==> src/rtl/lsu_dccm_stbuf_if.sv <==
// Store-buffer bus bundle: store enqueue, load hit check and DCCM port signals.
// slave = store buffer side, master = core/DCCM side.
interface lsu_dccm_stbuf_if #(
  parameter int unsigned DCCM_BITS  = 16,
  parameter int unsigned DATA_WIDTH = 32
);
  localparam int unsigned BE_W = DATA_WIDTH / 8;

  logic                  lsu_freeze_dc3;
  logic                  st_valid;
  logic [DCCM_BITS-1:0]  st_addr;
  logic [DATA_WIDTH-1:0] st_data;
  logic [BE_W-1:0]       st_byteen;
  logic                  stbuf_full;
  logic                  stbuf_empty;
  logic                  pipe_rden;
  logic [DCCM_BITS-1:0]  ld_addr;
  logic [BE_W-1:0]       ld_hit_mask;
  logic [DATA_WIDTH-1:0] ld_fwd_data;
  logic                  ld_stall;
  logic                  stbuf_rden;
  logic [DCCM_BITS-1:0]  stbuf_rd_addr;
  logic [DATA_WIDTH-1:0] dccm_rd_data_lo;
  logic                  dccm_wren;
  logic [DCCM_BITS-1:0]  dccm_wr_addr;
  logic [DATA_WIDTH-1:0] dccm_wr_data;

  modport slave (
    input  lsu_freeze_dc3, st_valid, st_addr, st_data, st_byteen,
           pipe_rden, ld_addr, dccm_rd_data_lo,
    output stbuf_full, stbuf_empty, ld_hit_mask, ld_fwd_data, ld_stall,
           stbuf_rden, stbuf_rd_addr, dccm_wren, dccm_wr_addr, dccm_wr_data
  );

  modport master (
    output lsu_freeze_dc3, st_valid, st_addr, st_data, st_byteen,
           pipe_rden, ld_addr, dccm_rd_data_lo,
    input  stbuf_full, stbuf_empty, ld_hit_mask, ld_fwd_data, ld_stall,
           stbuf_rden, stbuf_rd_addr, dccm_wren, dccm_wr_addr, dccm_wr_data
  );
endinterface

==> src/rtl/lsu_dccm_stbuf.sv <==
// Committed-store buffer in front of the DCCM write port; partial words via read-modify-write.
// Optional macro LSU_STBUF_FWD_EN: forward buffered bytes to loads instead of stalling them.
module lsu_dccm_stbuf #(
  parameter int unsigned DEPTH      = 4,
  parameter int unsigned DCCM_BITS  = 16,
  parameter int unsigned DATA_WIDTH = 32
) (
  input  logic             clk,
  input  logic             rst_l,
  lsu_dccm_stbuf_if.slave  bus
);
  localparam int unsigned BE_W = DATA_WIDTH / 8;
  localparam int unsigned PW   = $clog2(DEPTH);
  localparam int unsigned CW   = PW + 1;
  localparam int unsigned AW   = DCCM_BITS - 2;

  typedef enum logic [1:0] {
    S_IDLE   = 2'd0,
    S_RDWAIT = 2'd1,
    S_WR     = 2'd2
  } state_t;

  state_t                r_state;
  state_t                w_state_nxt;

  logic [AW-1:0]         r_addr [DEPTH];
  logic [DATA_WIDTH-1:0] r_data [DEPTH];
  logic [BE_W-1:0]       r_be   [DEPTH];
  logic [PW-1:0]         r_wr_ptr;
  logic [PW-1:0]         r_rd_ptr;
  logic [CW-1:0]         r_count;
  logic [DATA_WIDTH-1:0] r_merge;

  logic                  w_full;
  logic                  w_head_valid;
  logic                  w_issue;
  logic                  w_enq;
  logic                  w_deq;
  logic                  w_wren;
  logic                  w_rden;
  logic                  w_cap;
  logic [AW-1:0]         w_head_addr;
  logic [DATA_WIDTH-1:0] w_head_data;
  logic [BE_W-1:0]       w_head_be;
  logic [DATA_WIDTH-1:0] w_wdata;
  logic [DATA_WIDTH-1:0] w_merged;
  logic [PW-1:0]         w_hit_idx;
  logic [BE_W-1:0]       w_hit_mask;
  logic [DATA_WIDTH-1:0] w_fwd;
  logic                  w_unused;

  assign w_head_addr  = r_addr[r_rd_ptr];
  assign w_head_data  = r_data[r_rd_ptr];
  assign w_head_be    = r_be[r_rd_ptr];
  assign w_full       = (r_count == CW'(DEPTH));
  assign w_head_valid = (r_count != '0);
  assign w_issue      = w_head_valid & ~bus.pipe_rden & ~bus.lsu_freeze_dc3;
  assign w_enq        = bus.st_valid & ~w_full;

  // Merge head store lanes over the word just read back from the DCCM
  always_comb begin
    w_merged = '0;
    for (int b = 0; b < BE_W; b++) begin
      w_merged[b*8 +: 8] = w_head_be[b] ? w_head_data[b*8 +: 8] : bus.dccm_rd_data_lo[b*8 +: 8];
    end
  end

  always_ff @(posedge clk or negedge rst_l) begin
    if (!rst_l) r_state <= S_IDLE;
    else        r_state <= w_state_nxt;
  end

  // Drain FSM: full words write directly, partial words go read -> merge -> write
  always_comb begin
    w_state_nxt = r_state;
    w_deq       = 1'b0;
    w_wren      = 1'b0;
    w_rden      = 1'b0;
    w_cap       = 1'b0;
    w_wdata     = w_head_data;
    case (r_state)
      S_IDLE: begin
        if (w_issue) begin
          if (&w_head_be) begin
            w_wren = 1'b1;
            w_deq  = 1'b1;
          end else begin
            w_rden      = 1'b1;
            w_state_nxt = S_RDWAIT;
          end
        end
      end
      S_RDWAIT: begin
        w_cap       = 1'b1;
        w_state_nxt = S_WR;
      end
      S_WR: begin
        w_wdata = r_merge;
        if (w_issue) begin
          w_wren      = 1'b1;
          w_deq       = 1'b1;
          w_state_nxt = S_IDLE;
        end
      end
      default: w_state_nxt = S_IDLE;
    endcase
  end

  // Entry storage, pointers, occupancy and merge register
  always_ff @(posedge clk or negedge rst_l) begin
    if (!rst_l) begin
      r_wr_ptr <= '0;
      r_rd_ptr <= '0;
      r_count  <= '0;
      r_merge  <= '0;
      for (int k = 0; k < DEPTH; k++) begin
        r_addr[k] <= '0;
        r_data[k] <= '0;
        r_be[k]   <= '0;
      end
    end else begin
      if (w_enq) begin
        r_addr[r_wr_ptr] <= bus.st_addr[DCCM_BITS-1:2];
        r_data[r_wr_ptr] <= bus.st_data;
        r_be[r_wr_ptr]   <= bus.st_byteen;
        r_wr_ptr         <= r_wr_ptr + PW'(1);
      end
      if (w_deq) r_rd_ptr <= r_rd_ptr + PW'(1);
      case ({w_enq, w_deq})
        2'b10:   r_count <= r_count + CW'(1);
        2'b01:   r_count <= r_count - CW'(1);
        default: r_count <= r_count;
      endcase
      if (w_cap) r_merge <= w_merged;
    end
  end

  // Load hit check, oldest to youngest so younger stores win each lane
  always_comb begin
    w_hit_mask = '0;
    w_fwd      = '0;
    w_hit_idx  = '0;
    for (int k = 0; k < DEPTH; k++) begin
      w_hit_idx = r_rd_ptr + PW'(k);
      if ((CW'(k) < r_count) && (r_addr[w_hit_idx] == bus.ld_addr[DCCM_BITS-1:2])) begin
        w_hit_mask = w_hit_mask | r_be[w_hit_idx];
        for (int b = 0; b < BE_W; b++) begin
          if (r_be[w_hit_idx][b]) w_fwd[b*8 +: 8] = r_data[w_hit_idx][b*8 +: 8];
        end
      end
    end
  end

  assign bus.ld_hit_mask   = w_hit_mask;
`ifdef LSU_STBUF_FWD_EN
  assign bus.ld_fwd_data   = w_fwd;
  assign bus.ld_stall      = 1'b0;
  assign w_unused          = ^{bus.st_addr[1:0], bus.ld_addr[1:0]};
`else
  assign bus.ld_fwd_data   = '0;
  assign bus.ld_stall      = |w_hit_mask;
  assign w_unused          = ^{bus.st_addr[1:0], bus.ld_addr[1:0], w_fwd};
`endif

  assign bus.stbuf_full    = w_full;
  assign bus.stbuf_empty   = (r_count == '0) && (r_state == S_IDLE);
  assign bus.dccm_wren     = w_wren;
  assign bus.dccm_wr_addr  = w_wren ? {w_head_addr, 2'b00} : '0;
  assign bus.dccm_wr_data  = w_wren ? w_wdata : '0;
  assign bus.stbuf_rden    = w_rden;
  assign bus.stbuf_rd_addr = w_rden ? {w_head_addr, 2'b00} : '0;

endmodule

==> src/flat_wrapper.sv <==
// flat-port wrapper written by rule: the top's interface ports become plain ports
module lsu_dccm_stbuf_flat 
#(
  parameter int unsigned DEPTH      = 4,
  parameter int unsigned DCCM_BITS  = 16,
  parameter int unsigned DATA_WIDTH = 32
)
  (clk, rst_l, bus_lsu_freeze_dc3, bus_st_valid, bus_st_addr, bus_st_data, bus_st_byteen, bus_pipe_rden, bus_ld_addr, bus_dccm_rd_data_lo, bus_stbuf_full, bus_stbuf_empty, bus_ld_hit_mask, bus_ld_fwd_data, bus_ld_stall, bus_stbuf_rden, bus_stbuf_rd_addr, bus_dccm_wren, bus_dccm_wr_addr, bus_dccm_wr_data);
  lsu_dccm_stbuf_if #(.DCCM_BITS(DCCM_BITS), .DATA_WIDTH(DATA_WIDTH)) bus_i ();
  input  logic clk;
  input  logic rst_l;
  input wire logic [$bits(bus_i.lsu_freeze_dc3)-1:0] bus_lsu_freeze_dc3;
  input wire logic [$bits(bus_i.st_valid)-1:0] bus_st_valid;
  input wire logic [$bits(bus_i.st_addr)-1:0] bus_st_addr;
  input wire logic [$bits(bus_i.st_data)-1:0] bus_st_data;
  input wire logic [$bits(bus_i.st_byteen)-1:0] bus_st_byteen;
  input wire logic [$bits(bus_i.pipe_rden)-1:0] bus_pipe_rden;
  input wire logic [$bits(bus_i.ld_addr)-1:0] bus_ld_addr;
  input wire logic [$bits(bus_i.dccm_rd_data_lo)-1:0] bus_dccm_rd_data_lo;
  output wire logic [$bits(bus_i.stbuf_full)-1:0] bus_stbuf_full;
  output wire logic [$bits(bus_i.stbuf_empty)-1:0] bus_stbuf_empty;
  output wire logic [$bits(bus_i.ld_hit_mask)-1:0] bus_ld_hit_mask;
  output wire logic [$bits(bus_i.ld_fwd_data)-1:0] bus_ld_fwd_data;
  output wire logic [$bits(bus_i.ld_stall)-1:0] bus_ld_stall;
  output wire logic [$bits(bus_i.stbuf_rden)-1:0] bus_stbuf_rden;
  output wire logic [$bits(bus_i.stbuf_rd_addr)-1:0] bus_stbuf_rd_addr;
  output wire logic [$bits(bus_i.dccm_wren)-1:0] bus_dccm_wren;
  output wire logic [$bits(bus_i.dccm_wr_addr)-1:0] bus_dccm_wr_addr;
  output wire logic [$bits(bus_i.dccm_wr_data)-1:0] bus_dccm_wr_data;
  assign bus_i.lsu_freeze_dc3 = bus_lsu_freeze_dc3;
  assign bus_i.st_valid = bus_st_valid;
  assign bus_i.st_addr = bus_st_addr;
  assign bus_i.st_data = bus_st_data;
  assign bus_i.st_byteen = bus_st_byteen;
  assign bus_i.pipe_rden = bus_pipe_rden;
  assign bus_i.ld_addr = bus_ld_addr;
  assign bus_i.dccm_rd_data_lo = bus_dccm_rd_data_lo;
  assign bus_stbuf_full = bus_i.stbuf_full;
  assign bus_stbuf_empty = bus_i.stbuf_empty;
  assign bus_ld_hit_mask = bus_i.ld_hit_mask;
  assign bus_ld_fwd_data = bus_i.ld_fwd_data;
  assign bus_ld_stall = bus_i.ld_stall;
  assign bus_stbuf_rden = bus_i.stbuf_rden;
  assign bus_stbuf_rd_addr = bus_i.stbuf_rd_addr;
  assign bus_dccm_wren = bus_i.dccm_wren;
  assign bus_dccm_wr_addr = bus_i.dccm_wr_addr;
  assign bus_dccm_wr_data = bus_i.dccm_wr_data;
  lsu_dccm_stbuf #(.DEPTH(DEPTH), .DCCM_BITS(DCCM_BITS), .DATA_WIDTH(DATA_WIDTH)) u_core (.clk(clk), .rst_l(rst_l), .bus(bus_i));
endmodule
==> config.mk <==
export PLATFORM = sky130hd
export DESIGN_NAME = lsu_dccm_stbuf_flat
export DESIGN_NICKNAME = d
export VERILOG_FILES = /design/src/rtl/lsu_dccm_stbuf_if.sv /design/src/rtl/lsu_dccm_stbuf.sv /design/src/flat_wrapper.sv
export SDC_FILE = /design/constraint.sdc
export NUM_CORES = 1
export LEC_CHECK = 0
export CAP_MARGIN = 10
export CORE_MARGIN = 2
export CORE_UTILIZATION = 61
export CTS_BUF_LIST = sky130_fd_sc_hd__clkbuf_4 sky130_fd_sc_hd__clkbuf_8
export DETAILED_ROUTE_END_ITERATION = 8
export HOLD_SLACK_MARGIN = 0.05
export PLACE_DENSITY = 0.95
export SYNTH_ARGS = -nofsm -noshare
export SYNTH_HDL_FRONTEND = slang
export SYNTH_SLANG_ARGS = --single-unit
==> constraint.sdc <==
create_clock -name clk -period 8.6 [get_ports clk]
set_input_delay 1.29 -clock clk [delete_from_list [all_inputs] [get_ports clk]]
set_output_delay 1.29 -clock clk [all_outputs]
set_load 0.005 [all_outputs]
==> impl_metrics.prom <==
# TYPE chip_impl_metric gauge
chip_impl_metric{name="initial_antenna_violation_count",unit=""} 0
chip_impl_metric{name="area.growth.synth_to_final",unit="%"} 17.2
chip_impl_metric{name="port_buffers",unit=""} 169
chip_impl_metric{name="clock.fmax",unit="MHz"} 158
chip_impl_metric{name="finalPower",unit="uW"} 6600
chip_impl_metric{name="grt_start_max_net_pins",unit=""} 104
chip_impl_metric{name="synth_async_sr_flop_share",unit="%"} 100
chip_impl_metric{name="synth_edf_count",unit=""} 0
chip_impl_metric{name="r2r_slack",unit="ns"} 4.34
chip_impl_metric{name="switching_power",unit="uW"} 2560
chip_impl_metric{name="p_int",unit="uW"} 4040
chip_impl_metric{name="chipHeight",unit="um"} 155
chip_impl_metric{name="share_comb_of_total_power",unit="%"} 51.0
chip_impl_metric{name="synth_sequential_area_ratio",unit="%"} 43.2
chip_impl_metric{name="power.leakage",unit="uW"} 0.00698
chip_impl_metric{name="hold_depth",unit=""} 2
chip_impl_metric{name="layout_cell_share_with_drive_strength_beyond_1",unit="%"} 28.6
chip_impl_metric{name="total_cell_area_at_the_placement_stage",unit="um^2"} 15500
chip_impl_metric{name="avgSynthCellArea",unit="um^2"} 11.9
chip_impl_metric{name="power.ir.vdd_worst",unit="V"} 0.000226
chip_impl_metric{name="num_io_pins",unit=""} 210
chip_impl_metric{name="netlist_area",unit="um^2"} 14000
chip_impl_metric{name="fin_tns_setup",unit="ns"} 0
chip_impl_metric{name="syn_inst",unit=""} 1169
chip_impl_info{name="r2r_start",value="u_core.r_rd_ptr[1]"} 1
chip_impl_metric{name="floorplan.core_area",unit="um^2"} 22600
chip_impl_metric{name="postLayoutCellArea",unit="um^2"} 16400
chip_impl_metric{name="ys_warn_count",unit=""} 0
chip_impl_metric{name="grt_pass1_vias",unit=""} 10500
chip_impl_metric{name="switching_share",unit="%"} 38.8
chip_impl_metric{name="finalMaxSlewViolations",unit=""} 0
chip_impl_metric{name="firstDrtPassIters",unit=""} 7
chip_impl_metric{name="pwr-share-clk",unit="%"} 15.6
chip_impl_metric{name="antenna_cells_inserted",unit=""} 0
chip_impl_metric{name="avgViaCountPerCell",unit=""} 6.16
chip_impl_metric{name="power.density",unit="nW/um^2"} 403
chip_impl_info{name="clockRootBuffer",value="sky130_fd_sc_hd__clkbuf_8"} 1
chip_impl_info{name="critPathCaptureType",value="primary output"} 1
chip_impl_metric{name="cts-hold-fix-buffers",unit=""} 0
chip_impl_info{name="cts_tree",value="yes"} 1
chip_impl_info{name="dominantRegCellSynth",value="sky130_fd_sc_hd__dfrtp_1"} 1
chip_impl_metric{name="setup-violations-final",unit=""} 0
chip_impl_metric{name="dp.final_hpwl",unit="um"} 23100
chip_impl_metric{name="timing.reg2reg.worst_path_depth",unit=""} 9
chip_impl_metric{name="post_synth_num_cell_types",unit=""} 64
chip_impl_info{name="hold_path.startpoint",value="u_core.r_merge[25]"} 1
chip_impl_metric{name="finalHoldViolCount",unit=""} 0
chip_impl_info{name="synth_area_leader_cell",value="sky130_fd_sc_hd__dfrtp_1"} 1
chip_impl_metric{name="drt-initial-drc-count",unit=""} 799
chip_impl_metric{name="worstSkewPairLatency",unit="ns"} 0.54
chip_impl_metric{name="post-cts-setup-buffer-count",unit=""} 0
chip_impl_metric{name="dieWidth",unit="um"} 155
chip_impl_metric{name="route.final.wire_length",unit="um"} 35400
chip_impl_metric{name="fin_crit_sh",unit="%"} 73.8
chip_impl_info{name="status",value="complete, no violations"} 1
chip_impl_info{name="hold_path.class",value="reg -> reg"} 1
chip_impl_metric{name="final_net_count",unit=""} 1426
chip_impl_metric{name="cts_resized",unit=""} 0
chip_impl_metric{name="critical_path_required",unit="ns"} 7.31
chip_impl_metric{name="skew",unit="ns"} 0.0280
chip_impl_info{name="grt_setup_unrepaired",value="no"} 1
chip_impl_metric{name="cts_max_level",unit=""} 2
chip_impl_info{name="critical_path.startpoint_type",value="flip-flop"} 1
chip_impl_metric{name="synth_top_area_share",unit="%"} 43.2
chip_impl_metric{name="cts_inserted_buffers",unit=""} 40
chip_impl_metric{name="fp-row-count",unit=""} 55
chip_impl_metric{name="clock_sinks",unit=""} 241
chip_impl_metric{name="overall_overflow_remaining_after_global_route",unit=""} 0
chip_impl_metric{name="drt.antenna.violating_nets",unit=""} 0
chip_impl_metric{name="start_util",unit="%"} 61.8
chip_impl_info{name="synth_top_cells_by_area",value="sky130_fd_sc_hd__dfrtp_1 (43%), sky130_fd_sc_hd__mux2_2 (18%), sky130_fd_sc_hd__mux4_2 (8.1%)"} 1
chip_impl_info{name="whs_endpoint",value="u_core.r_merge[25]"} 1
chip_impl_metric{name="power_frac_seq",unit="%"} 33.5
chip_impl_metric{name="gr-usage-all-layers",unit="%"} 29.4
chip_impl_metric{name="fin_crit",unit="ns"} 6.35
chip_impl_metric{name="worst_slew_margin_rel",unit="%"} 31.1
chip_impl_metric{name="postSynthRegisterBits",unit=""} 241
chip_impl_metric{name="clock_tree.buffer_depth",unit=""} 3
chip_impl_metric{name="route.detailed.wl_per_inst",unit="um"} 21.9
chip_impl_info{name="worst_r2r_endpoint",value="u_core.r_count[2]"} 1
chip_impl_metric{name="die_area",unit="um^2"} 24100
chip_impl_metric{name="path_max_fanout",unit=""} 51
chip_impl_metric{name="wire_length_of_the_first_global_routing_pass",unit="um"} 55900
chip_impl_metric{name="number_of_vias_in_the_routed_layout",unit=""} 9998
chip_impl_info{name="timing.setup.critical_path_class",value="reg -> out"} 1
chip_impl_metric{name="clk_pin_slew",unit="ns"} 0.06
chip_impl_metric{name="worst_pin_slew",unit="ns"} 1.02
chip_impl_metric{name="post-route-drc-count",unit=""} 0
chip_impl_metric{name="critPathArrivalTime",unit="ns"} 5.06
chip_impl_metric{name="timing.max_cap.violations",unit=""} 0
chip_impl_metric{name="place.gp.congestion",unit=""} 0.912
critical path: stages, from the launching register on:
cell and delay, ns:
sky130_fd_sc_hd__dfrtp_4 0.96, sky130_fd_sc_hd__buf_4 0.64, sky130_fd_sc_hd__mux2i_1 0.51, sky130_fd_sc_hd__nor2_1 0.08, sky130_fd_sc_hd__o32a_1 0.37, sky130_fd_sc_hd__nor4_2 0.69
sky130_fd_sc_hd__nand3_1 0.22, sky130_fd_sc_hd__o221ai_1 0.22, sky130_fd_sc_hd__or2_2 0.18, sky130_fd_sc_hd__or4_1 0.12, sky130_fd_sc_hd__clkdlybuf4s50_1 0.50
area by class of cell:
type / instances / area [um^2]
clock buffer: 64 / 787
clock inverter: 3 / 27.5
fill: 1403 / 6210
inverter: 16 / 60.1
multi-input combinational: 827 / 7260
sequential: 241 / 6040
tap: 285 / 357
timing repair buffer: 186 / 1820
cells in the final DEF (no fill, tap or decap), types with 4 or more instances in the layout:
cell type	n
sky130_fd_sc_hd__nor2_1	48
sky130_fd_sc_hd__mux2i_1	91
sky130_fd_sc_hd__conb_1	36
sky130_fd_sc_hd__o221ai_1	5
sky130_fd_sc_hd__o21ai_1	4
sky130_fd_sc_hd__nand2_1	126
sky130_fd_sc_hd__nand4_1	7
sky130_fd_sc_hd__mux2_2	222
sky130_fd_sc_hd__a21oi_1	41
sky130_fd_sc_hd__dfrtp_1	239
sky130_fd_sc_hd__buf_4	17
sky130_fd_sc_hd__clkdlybuf4s50_1	168
sky130_fd_sc_hd__clkbuf_4	15
sky130_fd_sc_hd__clkbuf_8	49
sky130_fd_sc_hd__nor3_1	4
sky130_fd_sc_hd__o21ai_0	44
sky130_fd_sc_hd__nand3_1	5
sky130_fd_sc_hd__xor2_1	15
sky130_fd_sc_hd__ha_1	9
sky130_fd_sc_hd__inv_1	16
sky130_fd_sc_hd__xnor2_1	45
sky130_fd_sc_hd__nand2_2	4
sky130_fd_sc_hd__mux4_2	50
sky130_fd_sc_hd__o22ai_1	6
cells by family after synthesis:
kind of cell	synth area share (%)
AOI/OAI and AO/OA	5.62
xor gates and xnor gates	3.88
adders and majority gates	0.807
buffers and inverters	5.89
DFF	43.2
muxes	33.6
other	0.0269
and+or+nand+nor	6.93
through the flow:
step                      hold slack, ns  worst slack [ns]  instances  utilization, %
after detailed placement           0.470              2.91       1555            68.9
after global routing               0.510              2.10       1622            72.5
final                              0.480              2.25       1622            72.5
after global placement             0.462              2.99       1555            68.9
after CTS                          0.483              2.29       1622            72.5
after floorplan                    0.450              4.19       1204               -
registers in the layout, indices dropped and copies added (netlist names):
| register | count |
|---|---|
| u_core.r_addr | 56 |
| u_core.r_rd_ptr | 2 |
| u_core.r_be | 16 |
| u_core.r_data | 128 |
| u_core.r_merge | 32 |
| u_core.r_state | 2 |
| u_core.r_count | 3 |
| u_core.r_wr_ptr | 2 |
cells in the mapped netlist, types with 9 or more instances:
| library cell | number |
|---|---|
| sky130_fd_sc_hd__mux2i_1 | 91 |
| sky130_fd_sc_hd__xor2_1 | 15 |
| sky130_fd_sc_hd__mux4_2 | 50 |
| sky130_fd_sc_hd__xnor2_1 | 45 |
| sky130_fd_sc_hd__dfrtp_1 | 241 |
| sky130_fd_sc_hd__mux2_2 | 222 |
| sky130_fd_sc_hd__buf_4 | 39 |
| sky130_fd_sc_hd__ha_1 | 9 |
| sky130_fd_sc_hd__o21ai_0 | 45 |
| sky130_fd_sc_hd__inv_1 | 16 |
| sky130_fd_sc_hd__buf_1 | 25 |
| sky130_fd_sc_hd__buf_2 | 14 |
| sky130_fd_sc_hd__nand2_1 | 130 |
| sky130_fd_sc_hd__a21oi_1 | 41 |
| sky130_fd_sc_hd__nor2_1 | 48 |
| sky130_fd_sc_hd__clkbuf_1 | 28 |
worst max path at each step:
| stage | cells past startpoint | end | slack (ns) | startpoint |
|---|---|---|---|---|
| floorplan | 8 | bus_ld_stall | 4.19 | bus_ld_addr[14] |
| detailed placement | 8 | bus_dccm_wr_data[9] | 2.91 | u_core.r_rd_ptr[1] |
| global placement | 8 | bus_dccm_wr_data[25] | 2.99 | u_core.r_rd_ptr[1] |
| global route | 10 | bus_ld_stall | 2.10 | u_core.r_rd_ptr[1] |
| finish | 10 | bus_ld_stall | 2.25 | u_core.r_rd_ptr[1] |
| CTS | 8 | bus_dccm_wr_data[9] | 2.29 | u_core.r_rd_ptr[1] |
power groups by stage:
stage	clock (uW)	combinational, uW	sequential (uW)
2_1_floorplan	0	2690	1980
3_3_place_gp	0	3150	2120
3_5_place_dp	0	3280	2190
4_1_cts	1040	3340	2190
5_1_grt	1100	3590	2270
6_report	1030	3360	2210
per-layer routing:
layer  global-route usage, %  part of all wire [%]  up-vias
met1                    36.4                    39     5007
met2                    50.5                    50      470
li1                        -                     -     4409
met5                       0                     0        -
met4                    13.3                   4.2        0
met3                    5.52                   6.4      112
No activity file was read; power rests on OpenSTA's default activity.
